[src/rtl/biriscv_csr_hpm_pkg.sv]
// Shared CSR addresses, mhpmevent field positions and decode helpers for the
// machine-mode performance-counter bank.
package biriscv_csr_hpm_pkg;

    localparam logic [3:0]  CSR_MCNT_PAGE      = 4'hB;   // mcycle/minstret/mhpmcounter B00..B9F
    localparam logic [3:0]  CSR_UCNT_PAGE      = 4'hC;   // user read-only shadows C00..C9F
    localparam int          CSR_HI_B           = 7;      // selects the upper half (B8x/C8x)
    localparam logic [11:0] CSR_MCOUNTINHIBIT  = 12'h320;
    localparam logic [11:0] CSR_MCOUNTEREN     = 12'h306;
    localparam logic [6:0]  CSR_MHPMEVENT_PAGE = 7'h19;  // 0x320..0x33F, events at 0x323+i

    localparam int HPMEVENT_SEL_MSB = 7;
    localparam int HPMEVENT_SEL_LSB = 0;
    localparam int HPMEVENT_OVIE_B  = 30;
    localparam int HPMEVENT_OF_B    = 31;

    localparam logic [4:0] IDX_CYCLE    = 5'd0;
    localparam logic [4:0] IDX_INSTRET  = 5'd2;
    localparam logic [4:0] IDX_HPM_BASE = 5'd3;

    typedef enum logic [2:0] {
        CSR_NONE,
        CSR_COUNTER,
        CSR_INHIBIT,
        CSR_COUNTEREN,
        CSR_EVENT
    } csr_kind_e;

    typedef struct packed {
        csr_kind_e  kind;
        logic       hi;
        logic       shadow;
        logic [4:0] idx;
    } csr_dec_t;

    // Bits of mcountinhibit/mcounteren that exist: 0, 2 and one per hpm counter.
    function automatic logic [31:0] impl_mask(input int num_hpm);
        logic [31:0] m;
        m = 32'h5;
        for (int i = 0; i < num_hpm; i++) m[3+i] = 1'b1;
        return m;
    endfunction

    // Counter slot s holds CSR index 0 (cycle), 2 (instret) or 3+ (hpm).
    function automatic logic [4:0] slot_idx(input int s);
        if (s == 0) return IDX_CYCLE;
        if (s == 1) return IDX_INSTRET;
        return 5'(s + 1);
    endfunction

    function automatic csr_dec_t csr_decode(input logic [11:0] addr, input int num_hpm);
        csr_dec_t d;
        logic     hpm_ok;
        d.kind   = CSR_NONE;
        d.hi     = addr[CSR_HI_B];
        d.shadow = (addr[11:8] == CSR_UCNT_PAGE);
        d.idx    = addr[4:0];
        hpm_ok   = (d.idx >= IDX_HPM_BASE) && (int'(d.idx) < int'(IDX_HPM_BASE) + num_hpm);
        if ((addr[11:8] == CSR_MCNT_PAGE || addr[11:8] == CSR_UCNT_PAGE) && addr[6:5] == 2'b00 &&
            (d.idx == IDX_CYCLE || d.idx == IDX_INSTRET || hpm_ok))
            d.kind = CSR_COUNTER;
        else if (addr == CSR_MCOUNTINHIBIT)
            d.kind = CSR_INHIBIT;
        else if (addr == CSR_MCOUNTEREN)
            d.kind = CSR_COUNTEREN;
        else if (addr[11:5] == CSR_MHPMEVENT_PAGE && hpm_ok)
            d.kind = CSR_EVENT;
        return d;
    endfunction

endpackage

[src/rtl/biriscv_hpm_counter.sv]
// One COUNTER_W-bit performance counter with independent lo/hi software writes;
// a write to either half suppresses that cycle's increment entirely.
module biriscv_hpm_counter #(
    parameter int COUNTER_W = 64
) (
    input  logic                 clk,
    input  logic                 rst_n,
    input  logic                 lo_wen_i,
    input  logic                 hi_wen_i,
    input  logic [31:0]          wdata_i,
    input  logic [1:0]           inc_i,
    input  logic                 inhibit_i,
    output logic [COUNTER_W-1:0] count_o,
    output logic                 wrap_o
);
    localparam int HI_W = COUNTER_W - 32;

    logic [COUNTER_W-1:0] count_q, count_d;
    logic [COUNTER_W:0]   sum;
    logic                 inc_en;

    assign inc_en = !inhibit_i && !lo_wen_i && !hi_wen_i && (inc_i != 2'd0);
    assign sum    = {1'b0, count_q} + (COUNTER_W+1)'(inc_i);
    assign wrap_o = inc_en && sum[COUNTER_W];

    always_comb begin
        // NOTE: default first so every path assigns count_d and no latch is inferred.
        count_d = count_q;
        if (lo_wen_i) count_d[31:0] = wdata_i;
        if (hi_wen_i) count_d[COUNTER_W-1:32] = wdata_i[HI_W-1:0];
        if (inc_en)   count_d = sum[COUNTER_W-1:0];
    end

    always_ff @(posedge clk or negedge rst_n) begin
        // NOTE: non-blocking so every flop samples pre-edge values regardless of block order.
        if (!rst_n) count_q <= '0;
        else        count_q <= count_d;
    end

    assign count_o = count_q;

endmodule

[src/rtl/biriscv_csr_hpm.sv]
// Machine-mode performance-counter CSR bank: mcycle, minstret, NUM_HPM event
// counters with overflow flags, inhibit/enable masks and a registered overflow IRQ.
module biriscv_csr_hpm
    import biriscv_csr_hpm_pkg::*;
#(
    parameter int NUM_HPM    = 4,
    parameter int NUM_EVENTS = 16,
    parameter int COUNTER_W  = 64
) (
    input  logic                  clk,
    input  logic                  rst_n,
    input  logic [1:0]            priv_i,
    input  logic [11:0]           csr_raddr_i,
    output logic [31:0]           csr_rdata_o,
    output logic                  csr_hit_o,
    output logic                  csr_fault_o,
    input  logic                  csr_wen_i,
    input  logic [11:0]           csr_waddr_i,
    input  logic [31:0]           csr_wdata_i,
    input  logic [1:0]            retire_cnt_i,
    input  logic [NUM_EVENTS-1:0] event_i,
    output logic                  ovf_irq_o
);
    localparam int          NUM_CNT   = NUM_HPM + 2;
    localparam int          NH        = (NUM_HPM > 0) ? NUM_HPM : 1;
    localparam logic [31:0] IMPL_MASK = impl_mask(NUM_HPM);

    csr_dec_t rdec, wdec;
    assign rdec = csr_decode(csr_raddr_i, NUM_HPM);
    assign wdec = csr_decode(csr_waddr_i, NUM_HPM);

    logic [31:0]                         inhibit_q, counteren_q;
    logic [NH-1:0][7:0]                  sel_q;
    logic [NH-1:0]                       ovie_q, of_q, ev_hit;
    logic                                ovf_irq_q;
    logic [NUM_CNT-1:0][COUNTER_W-1:0]   count;
    logic [NUM_CNT-1:0][1:0]             inc;
    logic [NUM_CNT-1:0]                  wrap;

    always_comb begin
        ev_hit = '0;
        for (int i = 0; i < NUM_HPM; i++)
            for (int e = 0; e < NUM_EVENTS; e++)
                if (sel_q[i] == 8'(e + 1) && event_i[e]) ev_hit[i] = 1'b1;
    end

    for (genvar s = 0; s < NUM_CNT; s++) begin : g_cnt
        localparam logic [4:0] IDX = slot_idx(s);
        logic wsel;

        if (s == 0)      begin : g_cyc  assign inc[s] = 2'd1; end
        else if (s == 1) begin : g_ret  assign inc[s] = (retire_cnt_i == 2'd3) ? 2'd2 : retire_cnt_i; end
        else             begin : g_hpm  assign inc[s] = {1'b0, ev_hit[s-2]}; end

        assign wsel = csr_wen_i && (wdec.kind == CSR_COUNTER) && !wdec.shadow && (wdec.idx == IDX);

        biriscv_hpm_counter #(.COUNTER_W(COUNTER_W)) u_cnt (
            .clk       (clk),
            .rst_n     (rst_n),
            .lo_wen_i  (wsel && !wdec.hi),
            .hi_wen_i  (wsel && wdec.hi),
            .wdata_i   (csr_wdata_i),
            .inc_i     (inc[s]),
            .inhibit_i (inhibit_q[IDX]),
            .count_o   (count[s]),
            .wrap_o    (wrap[s])
        );
    end

    always_ff @(posedge clk or negedge rst_n) begin
        if (!rst_n) begin
            inhibit_q   <= '0;
            counteren_q <= '0;
            sel_q       <= '0;
            ovie_q      <= '0;
            of_q        <= '0;
            ovf_irq_q   <= 1'b0;
        end else begin
            if (csr_wen_i && wdec.kind == CSR_INHIBIT)   inhibit_q   <= csr_wdata_i & IMPL_MASK;
            if (csr_wen_i && wdec.kind == CSR_COUNTEREN) counteren_q <= csr_wdata_i & IMPL_MASK;
            // A software write to mhpmevent overrides a same-cycle wrap.
            for (int i = 0; i < NUM_HPM; i++) begin
                if (csr_wen_i && wdec.kind == CSR_EVENT && wdec.idx == 5'(int'(IDX_HPM_BASE) + i)) begin
                    sel_q[i]  <= csr_wdata_i[HPMEVENT_SEL_MSB:HPMEVENT_SEL_LSB];
                    ovie_q[i] <= csr_wdata_i[HPMEVENT_OVIE_B];
                    of_q[i]   <= csr_wdata_i[HPMEVENT_OF_B];
                end else if (wrap[2+i]) begin
                    of_q[i] <= 1'b1;
                end
            end
            ovf_irq_q <= |(of_q & ovie_q);
        end
    end

    always_comb begin
        csr_rdata_o = '0;
        case (rdec.kind)
            CSR_COUNTER: begin
                for (int s = 0; s < NUM_CNT; s++)
                    if (slot_idx(s) == rdec.idx)
                        csr_rdata_o = rdec.hi ? 32'(count[s][COUNTER_W-1:32]) : count[s][31:0];
            end
            CSR_INHIBIT:   csr_rdata_o = inhibit_q;
            CSR_COUNTEREN: csr_rdata_o = counteren_q;
            CSR_EVENT: begin
                for (int i = 0; i < NUM_HPM; i++)
                    if (rdec.idx == 5'(int'(IDX_HPM_BASE) + i)) begin
                        csr_rdata_o[HPMEVENT_SEL_MSB:HPMEVENT_SEL_LSB] = sel_q[i];
                        csr_rdata_o[HPMEVENT_OVIE_B]                   = ovie_q[i];
                        csr_rdata_o[HPMEVENT_OF_B]                     = of_q[i];
                    end
            end
            default: ;
        endcase
    end

    assign csr_hit_o   = (rdec.kind != CSR_NONE);
    assign csr_fault_o = (rdec.kind == CSR_COUNTER) && rdec.shadow && (priv_i != 2'd3) &&
                         !counteren_q[rdec.idx];
    assign ovf_irq_o   = ovf_irq_q;

endmodule

[config.mk]
export PLATFORM = sky130hd
export DESIGN_NAME = biriscv_csr_hpm
export DESIGN_NICKNAME = d
export VERILOG_FILES = /design/src/rtl/biriscv_csr_hpm_pkg.sv /design/src/rtl/biriscv_hpm_counter.sv /design/src/rtl/biriscv_csr_hpm.sv
export SDC_FILE = /design/constraint.sdc
export NUM_CORES = 2
export LEC_CHECK = 0
export ABC_AREA = 0
export CAP_MARGIN = 20
export CORE_ASPECT_RATIO = 0.5
export CORE_MARGIN = 3
export CORE_UTILIZATION = 55
export CTS_CLUSTER_DIAMETER = 60
export DETAILED_ROUTE_END_ITERATION = 8
export GPL_TIMING_DRIVEN = 1
export HOLD_SLACK_MARGIN = 0.1
export PLACE_DENSITY = 0.76
export SYNTH_ARGS = -nofsm -noshare
export SYNTH_HDL_FRONTEND = slang
export SYNTH_SLANG_ARGS = --single-unit
[constraint.sdc]
create_clock -name clk -period 4.05 [get_ports clk]
set_input_delay 1.0125 -clock clk [delete_from_list [all_inputs] [get_ports clk]]
set_output_delay 1.0125 -clock clk [all_outputs]
set_load 0.005 [all_outputs]
==> reports/qor.csv <==
metric,value,unit
post-synthesis sequential area ratio,36.3,%
Remaining DRCs,0,
CP Launch Point,csr_raddr_i[7],
"most used cell, CP",buf_12,
H-tree levels,2,
Pwr Density,281,nW/µm²
first-pass GRT wire length,207000,µm
maxcap violations,0,
Sink Count,437,
clk buf depth,3,
Setup CP Type,in -> out,
relative slew slack,15.7,%
Clk pwr share,40.8,%
ys flop type,dfrtp_1,
initial antenna violation count,4,
HPWL after detailed placement,103000,µm
Core ar.,53000,µm²
Tightest Pin Transition,1.26,ns
clk root buf,clkbuf_16,
Cell variety after synth,79,
CP required,3.04,ns
Setup crit start kind,input port,
Critical R2R Launch,sel_q[8],
Worst Path Max Fanout,15,
placed insts,4768,
Die Wd,337,µm
Mapped Cells,3697,
via count,34784,
Psw,3.15,mW
CTS tree,built,
status,completed,
clock-pin transition on the worst setup and hold timing paths,0.07,ns
largest net degree at the start of global routing,83,
Worst-Skew Late Latency,0.61,ns
Avg WL per Cell,29.0,µm
final global-route overflow total,0,
Placer Congestion,1.09,
Int Power,7.49,mW
setup TNS,0,ns
GRT Overall Usage,47.8,%
syn avg cell area,8.14,µm²
final non-filler cell total,4868,
sequential power share,44.4,%
leak pwr,15.8,nW
net switching fraction of the power,29.6,%
Die ar.,57700,µm²
number of I/O port buffers,113,
CP Cell Sequence,buf_8 > buf_12 > buf_12 > buf_12 > buf_16 > mux2i_1 > nand2_1 > o211ai_1 > o21ai_1 > nor2_1 > nor2_1 > clkbuf_2,
Worst EP arrival,3.03,ns
Row Count,59,
FMAX,0.247,GHz
layout cells sized above 1,21.0,%
combinational power share,14.8,%
Die H,171,µm
ANT cells,0,
Syn Nets,3788,
Max Slew Vio Count,0,
post-synthesis register bit count,437,
Worst path max stage delay,0.38,ns
synth-to-layout area growth,25.9,%
Hold Path Class,in -> async,
VDD IR-drop max,294,µV
Pre-Repair DR Iteration Count,6,
Starting Density,56.8,%
vias in the first global route,32226,
kind of cell adding the most delay to the critical path,buffers and inverters,
DRT iter0 DRCs,5938,
vias per cell,7.15,
synthesized area,30100,µm²
final worst-path cycle share,99.8,%
Buffers & Inverters on Critical Path,6,
Post-DRT Antenna Nets,0,
"FFs w/ async S/R, synth",100,%
final worst path period need,4.04,ns
Fin Clk Skew,0.0322,ns
final setup violation count,0,
Fin. Hold Viols,0,
fin nets,4227,
CTS Hold Buffers Added,0,
Critical-path top delay cell,mux2i_1,
cts bufs inserted,43,
number of synthesized flops with an enable pin,0,
Ports,114,
final WL,141000,µm
Crit. End Element,output pin,
Yosys warning count,0,
power groups by stage:
stage	Sequential [mW]	Clock, mW	Combinational (mW)
2_1_floorplan	4.70	0	0.655
3_3_place_gp	4.77	0	1.38
3_5_place_dp	4.78	0	1.42
4_1_cts	4.70	4.31	1.47
5_1_grt	4.74	4.49	1.63
6_report	4.73	4.34	1.57
sequential cells by signal, indices dropped and copies added (netlist names):
signal	cells
counteren_q	6
g_cnt.u_cnt.count_o	384
inhibit_q	6
of_q	4
ovf_irq_o	1
ovie_q	4
sel_q	32
logic make-up after synthesis:
family	share of synthesized area (%)
buffers and inverters	4.27
multiplexers	9.10
AO/OA/AOI/OAI	22.5
XOR/XNOR	0.408
AND/OR/NAND/NOR	26.8
flip-flops	36.3
adder cells (fa/ha/maj)	0.524
synth_stat cells, types with 8 or more instances:
cell type  count  area share [%]
a211oi_1      71             1.8
nand3_1      243             4.0
nand2_1      504             6.3
nand2b_1      21            0.44
mux2_2        61             2.3
o22ai_1       53             1.1
buf_2         15            0.25
and4_1        35             1.0
and2_1        46            0.96
nor3b_1       17            0.42
and3_1        78             1.6
a21o_1        17            0.42
nor3_1       112             1.9
or3_1         30            0.62
a32oi_1       14            0.41
a21oi_1      153             2.5
o311ai_0      93             2.7
nand4_1       96             2.0
mux4_2        16             1.2
o32ai_1        9            0.26
nor4_1        48             1.0
a21boi_0       8            0.20
a211o_1       18            0.52
ha_1          11            0.46
mux2i_1      169             5.6
o21a_1         9            0.22
nor2_1       360             4.5
a311oi_1      16            0.47
dfrtp_1      437              36
a221oi_1      26            0.76
o211ai_1     122             3.0
nor2b_1       12            0.25
inv_1         64            0.80
a31oi_1       38            0.79
a221o_1       28            0.93
buf_1         26            0.32
o31ai_1       12            0.30
o21ai_0      213             3.5
clkbuf_1     227             2.8
or2_2          8            0.17
a22oi_1       35            0.87
or4_1         21            0.52
layout make-up:
| class | instances | area, µm² |
|---|---|---|
| Clock inverter | 16 | 183 |
| Timing Repair Buffer | 664 | 5850 |
| Fill cell | 4097 | 15100 |
| Multi-Input combinational cell | 2925 | 18500 |
| Clock buffer | 60 | 1270 |
| Inverter | 65 | 244 |
| Tap cell | 701 | 877 |
| Sequential cell | 437 | 10900 |
final timing paths:
check	to	slack, ns	cells after the start
setup / recovery	csr_rdata_o[24]	0.006	12
hold / removal	g_cnt[1].u_cnt.count_o[19]	0.44	1
setup reg to reg	g_cnt[3].u_cnt.count_o[26]	0.37	15
hold reg to reg	g_cnt[4].u_cnt.count_o[0]	0.52	2
max in group asynchronous	g_cnt[1].u_cnt.count_o[18]	2.56	3
min in group clk	g_cnt[4].u_cnt.count_o[0]	0.52	2
routing by layer:
layer | global-route usage [%] | part of all wire, %
met1 | 65.0 | 38
met2 | 65.3 | 39
met4 | 19.2 | 5.1
met5 | 0 | 0.024
met3 | 22.4 | 18
worst register-to-register path, cell delays in order (launching register included):
cell,delay [ns]
dfrtp_1,0.63
mux2_2,0.39
a221oi_1,0.28
nor2_1,0.12
a221oi_4,0.45
nor2_4,0.09
ha_1,0.23
ha_2,0.20
nand4_1,0.20
nor2_4,0.07
buf_4,0.17
and2_1,0.18
nand4_1,0.14
buf_4,0.13
nor3_1,0.04
a211o_1,0.24
metrics by stage:
step / total power [mW] / setup slack, ns / util (%) / hold WS [ns] / cell area, µm²
after CTS: 10.5 / -0.0653 / 70.9 / 0.478 / 37600
after detailed placement: 6.20 / -0.860 / 67.1 / 0.497 / 35600
final: 10.6 / 0.00611 / 71.5 / 0.441 / 37900
after floorplan: 5.36 / -0.0631 / - / 0.469 / 30100
after global placement: 6.16 / -0.817 / 66.8 / 0.485 / 35400
after global routing: 10.9 / -0.0526 / 71.5 / 0.492 / 37900
cells in the final DEF, fill, tap and decap left out, types with 84 or more instances in the layout:
cell type	count
nand4_1	96
o311ai_0	84
nor2_1	332
nand2_1	503
nor3_1	109
a21oi_1	140
o21ai_0	178
dfrtp_1	437
buf_4	489
o211ai_1	122
nand3_1	235
mux2i_1	164
what timing repair did:
item,4_1_cts,5_1_grt
cloned,4,2
pin swaps,34,33
endpoints found under the setup margin,103,152
gates resized for setup,181,109
buffers inserted,9,8
Note: power is estimated with default switching activity, not from simulation.
